[src/rtl/uart_tx.sv]
// uart_tx: serial transmitter with a one-entry holding register.
// Frames are start(0), data LSB first, P_STOP_BITS stop bits(1).
`default_nettype none

module uart_tx #(
  parameter int P_UART_WIDTH = 8,
  parameter int P_BAUD       = 9600,
  parameter int P_SYS_CLK_HZ = 5000000,
  parameter int P_STOP_BITS  = 1
) (
  input  logic                    CLK,
  input  logic                    reset_n,
  input  logic [P_UART_WIDTH-1:0] data_in,
  input  logic                    data_valid,
  output logic                    data_ready,
  output logic                    serial_out,
  output logic                    busy,
  output logic                    frame_done
);

  localparam int LP_BIT_CYCLES = P_SYS_CLK_HZ / P_BAUD;
  localparam int LP_CNT_W      = (LP_BIT_CYCLES > 1) ? $clog2(LP_BIT_CYCLES) : 1;
  localparam int LP_BIT_W      = $clog2(P_UART_WIDTH + 1);

  localparam logic [LP_CNT_W-1:0] LP_CNT_LAST  = LP_CNT_W'(LP_BIT_CYCLES - 1);
  localparam logic [LP_BIT_W-1:0] LP_DATA_LAST = LP_BIT_W'(P_UART_WIDTH - 1);
  localparam logic [LP_BIT_W-1:0] LP_STOP_LAST = LP_BIT_W'(P_STOP_BITS - 1);

  localparam logic [1:0] S_IDLE  = 2'd0;
  localparam logic [1:0] S_START = 2'd1;
  localparam logic [1:0] S_DATA  = 2'd2;
  localparam logic [1:0] S_STOP  = 2'd3;

  logic [1:0]              r_state;
  logic [LP_CNT_W-1:0]     r_baud_cnt;
  logic [LP_BIT_W-1:0]     r_bit_cnt;
  logic [P_UART_WIDTH-1:0] r_shift;
  logic [P_UART_WIDTH-1:0] r_hold;
  logic                    r_hold_full;
  logic                    r_line;

  logic                    w_bit_end;
  logic                    w_last_stop;
  logic                    w_load;
  logic                    w_accept;
  logic [P_UART_WIDTH-1:0] w_shift_next;

  assign w_bit_end    = (r_baud_cnt == LP_CNT_LAST);
  assign w_last_stop  = (r_state == S_STOP) && w_bit_end && (r_bit_cnt == LP_STOP_LAST);
  // Reload from IDLE, or straight out of the final stop bit for gapless frames.
  assign w_load       = r_hold_full && ((r_state == S_IDLE) || w_last_stop);
  assign w_accept     = data_valid && !r_hold_full;
  assign w_shift_next = r_shift >> 1;

  assign data_ready = !r_hold_full;
  assign serial_out = r_line;
  assign busy       = (r_state != S_IDLE);
  assign frame_done = w_last_stop;

  always_ff @(posedge CLK or negedge reset_n) begin
    if (!reset_n) begin
      r_hold_full <= 1'b0;
      r_hold      <= '0;
    end else if (w_accept) begin
      r_hold_full <= 1'b1;
      r_hold      <= data_in;
    end else if (w_load) begin
      r_hold_full <= 1'b0;
    end
  end

  // Held at zero while idle so the first start bit is a full bit period.
  always_ff @(posedge CLK or negedge reset_n) begin
    if (!reset_n) begin
      r_baud_cnt <= '0;
    end else if ((r_state == S_IDLE) || w_bit_end) begin
      r_baud_cnt <= '0;
    end else begin
      r_baud_cnt <= r_baud_cnt + 1'b1;
    end
  end

  always_ff @(posedge CLK or negedge reset_n) begin
    if (!reset_n) begin
      r_state   <= S_IDLE;
      r_bit_cnt <= '0;
      r_shift   <= '0;
      r_line    <= 1'b1;
    end else begin
      case (r_state)
        S_IDLE: begin
          if (r_hold_full) begin
            r_shift   <= r_hold;
            r_bit_cnt <= '0;
            r_line    <= 1'b0;
            r_state   <= S_START;
          end
        end
        S_START: begin
          if (w_bit_end) begin
            r_bit_cnt <= '0;
            r_line    <= r_shift[0];
            r_state   <= S_DATA;
          end
        end
        S_DATA: begin
          if (w_bit_end) begin
            r_shift <= w_shift_next;
            if (r_bit_cnt == LP_DATA_LAST) begin
              r_bit_cnt <= '0;
              r_line    <= 1'b1;
              r_state   <= S_STOP;
            end else begin
              r_bit_cnt <= r_bit_cnt + 1'b1;
              r_line    <= w_shift_next[0];
            end
          end
        end
        S_STOP: begin
          if (w_bit_end) begin
            if (r_bit_cnt == LP_STOP_LAST) begin
              r_bit_cnt <= '0;
              if (r_hold_full) begin
                r_shift <= r_hold;
                r_line  <= 1'b0;
                r_state <= S_START;
              end else begin
                r_state <= S_IDLE;
              end
            end else begin
              r_bit_cnt <= r_bit_cnt + 1'b1;
            end
          end
        end
        default: begin
          r_bit_cnt <= '0;
          r_line    <= 1'b1;
          r_state   <= S_IDLE;
        end
      endcase
    end
  end

endmodule

`default_nettype wire

[config.mk]
export PLATFORM = sky130hd
export DESIGN_NAME = uart_tx
export DESIGN_NICKNAME = d
export VERILOG_FILES = /design/src/rtl/uart_tx.sv
export SDC_FILE = /design/constraint.sdc
export NUM_CORES = 1
export LEC_CHECK = 0
export BUFFER_PORTS_ARGS = -buffer_cell sky130_fd_sc_hd__buf_2
export CAP_MARGIN = 20
export CORE_MARGIN = 2
export CORE_UTILIZATION = 45
export DETAILED_ROUTE_END_ITERATION = 10
export SETUP_SLACK_MARGIN = 0.2
export SKIP_LAST_GASP = 1
export SLEW_MARGIN = 20
export SYNTH_ARGS = -nofsm -noshare
export SYNTH_HDL_FRONTEND = slang
export SYNTH_SLANG_ARGS = --single-unit
[constraint.sdc]
create_clock -name CLK -period 4 [get_ports CLK]
set_clock_uncertainty 0.05 [all_clocks]
set_input_delay 0.4 -clock CLK [delete_from_list [all_inputs] [get_ports CLK]]
set_output_delay 0.4 -clock CLK [all_outputs]
set_load 0.01 [all_outputs]
Yosys cells after proc, flatten, opt, wreduce, memory -nomap -nowiden
Cells that the tools add are included.
- register bits after elaboration: 34
- input bits: 11
- output and inout port bits: 4
- logic and storage cells: 66
- add/subtract/negate cells: 2
- equal/unequal tests: 11
- muxes and demuxes: 30
- reductions and logical operators: 16
- operators with widths (cell ; count):
    $mux W8 ; 4
    $mux W4 ; 6
    $pmux W8 S3 ; 1
    $pmux W4 S4 ; 1
    $mux W2 ; 6
    $reduce_and A4 Y1 ; 3
    $add A10 B1 Y10 const B ; 1
    $eq A10 B10 Y1 const B ; 1
    $mux W10 ; 1
    $ne A2 B2 Y1 const B ; 5
    $mux W1 ; 9
    $pmux W2 S4 ; 1
    $reduce_and A6 Y1 ; 1
    $add A4 B1 Y4 const B ; 1
    $eq A2 B2 Y1 const B ; 2
    $eq A4 B3 Y1 const B ; 1
    $logic_and A1 B1 Y1 ; 4
    $logic_not A4 Y1 ; 1
    $pmux W1 S4 ; 1
    $reduce_bool A2 Y1 ; 2
    $reduce_bool A3 Y1 ; 1
    $eq A2 B1 Y1 const B ; 1
    $logic_not A2 Y1 ; 1
    $logic_or A1 B1 Y1 ; 2
    2 further kinds ; 2

Logic depth before layout (Yosys ltp)
Gate-level depths: netlist of run 1.
- depth after elaboration: 7
- gate-level depth with buffers: 6
- mapped depth without buffers: 6

Worst setup path before layout of run 1
OpenSTA, ideal clock, no wires.
- path kind: reg-to-reg
- start: register r_bit_cnt[0]
- end: register r_shift[0]
- setup time: 0.125 ns
- arrival time: 1.850 ns
- required time: 3.825 ns
- slack: 1.975 ns
- cell stages (with the launch flop): 7
- path buffers: 0
- clock period less this slack: 2.025 ns
- cells stage by stage: dfrtp_1 > inv_1 > ha_1 > or3b_2 > nor4_1 > o221ai_2 > mux2_2
- longest elaborated chain between the ends: 3
- RTL lines (element ; line ; source):
    from (decl) ; 36 ; logic [LP_BIT_W-1:0] r_bit_cnt;
    from (signal assigned) ; 114 ; r_bit_cnt <= r_bit_cnt + 1'b1;
    from (signal assigned) ; 131 ; r_bit_cnt <= r_bit_cnt + 1'b1;
    $logic_not A4 Y1 ; 121 ; if (r_bit_cnt == LP_STOP_LAST) begin
    $ne A2 B1 Y1 (no line) ; n/a ;
    $reduce_and A4 Y1 (no line) ; n/a ;
    to (signal assigned) ; 93 ; r_shift <= r_hold;
    to (signal assigned) ; 108 ; r_shift <= w_shift_next;
    to (signal assigned) ; 124 ; r_shift <= r_hold;
    to (decl) ; 37 ; logic [P_UART_WIDTH-1:0] r_shift;
Every way passes these cells.
A chain may end at the register's enable or synchronous reset.

Worst setup path in the final report of run 1
- start: register r_baud_cnt[3]
- end: output port frame_done
- longest elaborated chain between the ends: 3
- RTL lines (element ; line ; source):
    from (decl) ; 35 ; logic [LP_CNT_W-1:0] r_baud_cnt;
    from (signal assigned) ; 79 ; r_baud_cnt <= r_baud_cnt + 1'b1;
    $eq A10 B10 Y1 ; 48 ; assign w_bit_end = (r_baud_cnt == LP_CNT_LAST);
    $logic_and A1 B1 Y1 (2 in series) ; 49 ; assign w_last_stop = (r_state == S_STOP) && w_bit_end && (r_bit_cnt == LP_STOP_LAST);
    to (decl) ; 18 ; output logic frame_done
Every way passes these cells.

==> impl_metrics.json, run 1 <==
{
  "place_hpwl_um": 2350,
  "synth_edf_count": 0,
  "dieWidth_um": 67.0,
  "synth_cell_types": 39,
  "grt_max_degree": 35,
  "leakage_nw": 0.902,
  "dieHeight_um": 67.0,
  "nets": 197,
  "synth_flop_cell": "dfrtp_1",
  "gp_congestion": 0.841,
  "power_density_nw_per_um2": 773,
  "drc": 0,
  "postRouteAntennaNets": 0,
  "status": "completed",
  "slew_viol_final": 0,
  "timing_worst_slew_pin_value_ns": 0.806,
  "vias": 1211,
  "setup_viol": 0,
  "syn_inst": 159,
  "swShare_pct": 35.2,
  "syn2layout_area_growth_pct": 13.0,
  "power_frac_seq_pct": 37.4,
  "cpMaxStageDelayCell": "or4b_4",
  "via_per_inst": 5.36,
  "wl_um": 3280,
  "ctsRootBufferMaster": "clkbuf_8",
  "drv_cap": 0,
  "final_common_cell": "dfrtp_1",
  "cts_resized": 0,
  "first_global_vias": 1199,
  "avgSynthCellArea_um2": 11.2,
  "critPathMaxFanout": 6,
  "dieArea_um2": 4480,
  "finalCritPeriodShare_pct": 62.8,
  "num_io_pins": 15,
  "cts_buffer_depth": 2,
  "crit_buf_inv": 1,
  "insertion_delay_ns": 0.29,
  "cp-end-kind": "output pin",
  "drtPass1Iterations": 4,
  "path_class": "flop to output pin",
  "synth_async_sr_flop_share_pct": 100,
  "pwr-share-clk_pct": 20.5,
  "yosysWarnings": 0,
  "nFillCells": 347,
  "post_cts.repair.setup_buffers": 0,
  "min_path_type": "input pin to asynchronous set/reset pin",
  "overflow": 0,
  "port_buffers": 14,
  "grt_usage_pct": 16.9,
  "whs_ns": 0.122,
  "tns_ns": 0,
  "wire_per_inst_um": 14.5,
  "drt_iter0_drc": 38,
  "min_period_ns": 2.51,
  "hold_viol": 0,
  "cp.arrival_ns": 2.06,
  "tritoncts": "done",
  "clkSinkCount": 34,
  "required_ns": 3.55,
  "crit_chain": "or4b_4, nor3_1, and3_1, buf_2",
  "final_cell_mix": "dfrtp_1 (33), mux2_2 (25), nor2_1 (16), buf_2 (14)",
  "syn-cell-area_um2": 1780,
  "max_freq_mhz": 398,
  "slew_headroom_pct": 46.2,
  "cp-start-kind": "flop",
  "core_area_um2": 3740,
  "numCtsBuffers": 5,
  "critPathMaxStageDelay_ns": 0.55,
  "clk_pin_slew_ns": 0.08,
  "grt_pass1_wl_um": 5550,
  "diodes": 0,
  "ir_drop_mv": 0.368,
  "start_util_pct": 47.7,
  "postCtsHoldBufs": 0,
  "row_count": 22,
  "synth_fp_nets": 179,
  "htreeDepth": 2,
  "crit_family": "simple AND/OR/NAND/NOR gates",
  "intPower_w": 0.00101,
  "antenna_found_initial": 0,
  "synth-seq-cells": 34,
  "ys_seq_area_share_pct": 47.8,
  "drive_gt1_share_pct": 30.3,
  "p_sw_w": 0.000549,
  "rsz0062_at_grt": "no",
  "combPwrFrac_pct": 42.1
}
==> cells by family after synthesis <==
logic type	after synthesis	synth area share, %
muxes	26	16.3
DFF	34	47.8
xor gates and xnor gates	8	3.93
adders and majority gates	9	6.31
AOI/OAI and AO/OA	16	6.45
buffers and inverters	12	2.59
and+or+nand+nor	54	16.6
==> flip-flops by register name (all words and copies together) (netlist names) <==
register and count:
r_baud_cnt 10, r_bit_cnt 4, r_shift 8, r_hold 8, serial_out 1, r_state 2
r_hold_full 1
==> routing by layer <==
metal  up-vias  GRT usage (%)  share of wire [%]
met5         -              0                  0
met4         0           6.12               0.67
met3         4           5.07                3.3
met2        18           27.3                 48
met1       596           21.3                 48
li1        593              -                  -
==> worst paths after layout <==
| kind | from | endpoint | slack [ns] | depth (start not counted) |
|---|---|---|---|---|
| max in group asynchronous | reset_n | r_shift[6] | 3.30 | 1 |
| min reg2reg | r_baud_cnt[0] | r_baud_cnt[0] | 0.44 | 1 |
| max reg2reg | r_state[0] | r_bit_cnt[0] | 1.54 | 6 |
| max | r_baud_cnt[3] | frame_done | 1.49 | 4 |
| min | reset_n | r_shift[1] | 0.12 | 1 |
| min in group CLK | data_in[4] | r_hold[4] | 0.28 | 2 |
==> layout make-up <==
type,count,area [um2],area share (%)
Sequential cell,34,852,42.3
Inverter,9,33.8,1.68
Multi-Input combinational cell,113,886,43.9
Tap cell,48,60.1,2.98
Clock inverter,3,45.0,2.23
Clock buffer,5,68.8,3.41
Timing Repair Buffer,14,70.1,3.48
==> cells in the mapped netlist, drive strengths merged, types with 2 or more instances <==
library cell   n  area [um2]
or4b           2        23.8
o31a           2        17.5
clkbuf         2        7.51
or3            2        12.5
nand3          6        30.0
mux2          25         282
xnor2          4        35.0
a211oi         3        22.5
o21ai          5        25.0
xor2           4        35.0
inv            9        33.8
nor2          16        60.1
a21oi          2        10.0
nand4          2        12.5
ha             9         113
dfrtp         33         826
nor2b          2        12.5
nand2b         2        12.5
nand2          6        22.5
nor3           4        20.0
and3           3        20.0
nor4           2        12.5
==> power groups by stage <==
stage / registers [W] / clock network (W) / logic [W]
final: 0.000583 / 0.000320 / 0.000656
after global routing: 0.000600 / 0.000342 / 0.000730
after CTS: 0.000585 / 0.000324 / 0.000664
after detailed placement: 0.000591 / 0 / 0.000660
after global placement: 0.000579 / 0 / 0.000640
after floorplan: 0.000558 / 0 / 0.000536
==> metrics by stage <==
step                      instance area (um2)  worst slack [ns]  cells  power [W]  util [%]
after floorplan                          1780              1.98    159    0.00109         -
after global placement                   1900              1.65    218    0.00122      50.8
after detailed placement                 1900              1.54    218    0.00125      50.8
after CTS                                2020              1.46    226    0.00157      53.8
after global routing                     2020              1.32    226    0.00167      53.8
final                                    2020              1.49    226    0.00156      53.8
==> worst reg2reg max path: stages, from the launching register on <==
cell	delay (ns)
dfrtp_1	0.44
inv_1	0.14
ha_1	0.51
nor4b_1	0.12
a211oi_1	0.55
or4b_1	0.49
o21ai_1	0.09
No activity file was read; power rests on OpenSTA's default activity.
==> inputs of run 2 (changes only) <==
clock period = 2.35 ns   (was 4 ns; I/O delays follow)
==> impl_metrics.json, run 2 (synthesis gave the netlist of run 1 again) <==
{
  "via_per_inst": 5.21,
  "ir_drop_mv": 0.652,
  "min_period_ns": 2.12,
  "hold_viol": 0,
  "tritoncts": "done",
  "drv_cap": 0,
  "port_buffers": 14,
  "grt_usage_pct": 18.4,
  "leakage_nw": 0.995,
  "timing_worst_slew_pin_value_ns": 0.769,
  "max_freq_mhz": 473,
  "drtPass1Iterations": 4,
  "status": "completed",
  "dieWidth_um": 67.0,
  "regToRegStartpoint": "r_bit_cnt[0]",
  "vias": 1271,
  "start_util_pct": 47.7,
  "first_global_vias": 1344,
  "grt_max_degree": 35,
  "final_cell_mix": "dfrtp_1 (33), mux2_2 (24), buf_4 (17), nor2_1 (16), buf_2 (14)",
  "antenna_found_initial": 0,
  "cts_buffer_depth": 2,
  "grt_pass1_wl_um": 6210,
  "wire_per_inst_um": 14.3,
  "critPathMaxFanout": 8,
  "syn2layout_area_growth_pct": 24.8,
  "finalCritPeriodShare_pct": 90.0,
  "ctsRootBufferMaster": "clkbuf_8",
  "drive_gt1_share_pct": 43.9,
  "gp_congestion": 0.797,
  "clk_pin_slew_ns": 0.07,
  "final_common_cell": "dfrtp_1",
  "reg.largest.list": "r_baud_cnt (10), r_hold (8), r_shift (8)",
  "grt_use_met2_pct": 32.1,
  "regMostFlops": "r_baud_cnt",
  "cp.arrival_ns": 2.23,
  "r2r_end": "r_shift[1]",
  "drt_iter0_drc": 63,
  "postRouteAntennaNets": 0,
  "num_io_pins": 15,
  "tns_ns": 0,
  "dieArea_um2": 4480,
  "largest_reg_flops": 10,
  "slew_viol_final": 0,
  "cp-startpoint": "r_bit_cnt[0]",
  "dieHeight_um": 67.0,
  "numCtsBuffers": 5,
  "cp-end-kind": "flop",
  "cp-start-kind": "flop",
  "min_path_type": "input pin to flop",
  "diodes": 0,
  "insertion_delay_ns": 0.28,
  "path_class": "flop to flop",
  "final_util_pct": 59.5,
  "dp.cells": 224,
  "p_total_w": 0.00288,
  "top_usage_layer": "met2",
  "setup_viol": 0,
  "required_ns": 2.47,
  "power_density_nw_per_um2": 1300,
  "core_area_um2": 3740,
  "r2r_cells": 6,
  "nFillCells": 327,
  "wl_um": 3490,
  "r2r_slack_ns": 0.23,
  "slew_headroom_pct": 48.7,
  "rsz0062_at_grt": "yes",
  "htreeDepth": 2,
  "gr-usage-met1_pct": 23.4,
  "endpoint": "r_shift[1]",
  "met3_usage_pct": 4.56,
  "clkSinkCount": 34,
  "place_hpwl_um": 2430,
  "fin_ws_ns": 0.234,
  "row_count": 22,
  "drc": 0,
  "nets": 215,
  "overflow": 0,
  "fin_cells": 244,
  "dp_slack_ns": 0.0743
}
-- run 2: metrics by stage --
step | hold WS, ns | area, um2
2_1_floorplan | -0.111 | 1780
3_3_place_gp | 0.299 | 1950
3_5_place_dp | 0.304 | 1950
4_1_cts | 0.128 | 2130
5_1_grt | 0.127 | 2230
6_report | 0.131 | 2230
-- run 2: routing by layer --
layer | wire length [um] | share of wire (%)
met1 | 1620 | 46
met4 | 12 | 0.34
met5 | 0 | 0
met2 | 1770 | 51
met3 | 91 | 2.6
-- run 2: area by class of cell --
cell class              count  area (um2)  area share [%]
multi-input cells         113         977            43.9
flip-flops and latches     34         852            38.3
repair buffers             32         208            9.33
clock buffers               6        82.6            3.71
well taps                  48        60.1            2.70
inverters                   9        33.8            1.52
clock inverters             2        12.5           0.562
-- run 2: critical path: stages, from the launching register on --
cell      delay (ns)
dfrtp_1         0.42
inv_2           0.10
ha_4            0.13
or3b_4          0.40
nor4_4          0.32
o221ai_4        0.23
mux2_4          0.34
-- run 2: worst min path at each step --
stage / from / cells past startpoint / endpoint
floorplan: reset_n / 0 / r_baud_cnt[0]
global placement: reset_n / 1 / r_bit_cnt[3]
detailed placement: reset_n / 1 / r_bit_cnt[1]
CTS: data_in[6] / 2 / r_hold[6]
global route: data_in[6] / 2 / r_hold[6]
finish: data_in[4] / 2 / r_hold[4]
-- run 2: report_power, final --
group          internal [W]  switching (W)  leakage (nW)
logic              0.000796       0.000650         0.524
registers          0.000822       0.000161         0.423
clock network      0.000235       0.000219        0.0472
total               0.00185        0.00103         0.995
-- run 2: what timing repair did --
action | 4_1_cts | 5_1_grt
hold buffers | 1 | 0
buffers inserted | 5 | 6
endpoints found under the setup margin | 11 | 11
hold endpoints to repair | 4 | 0
resized for setup | 6 | 15
pin swaps | 3 | 6
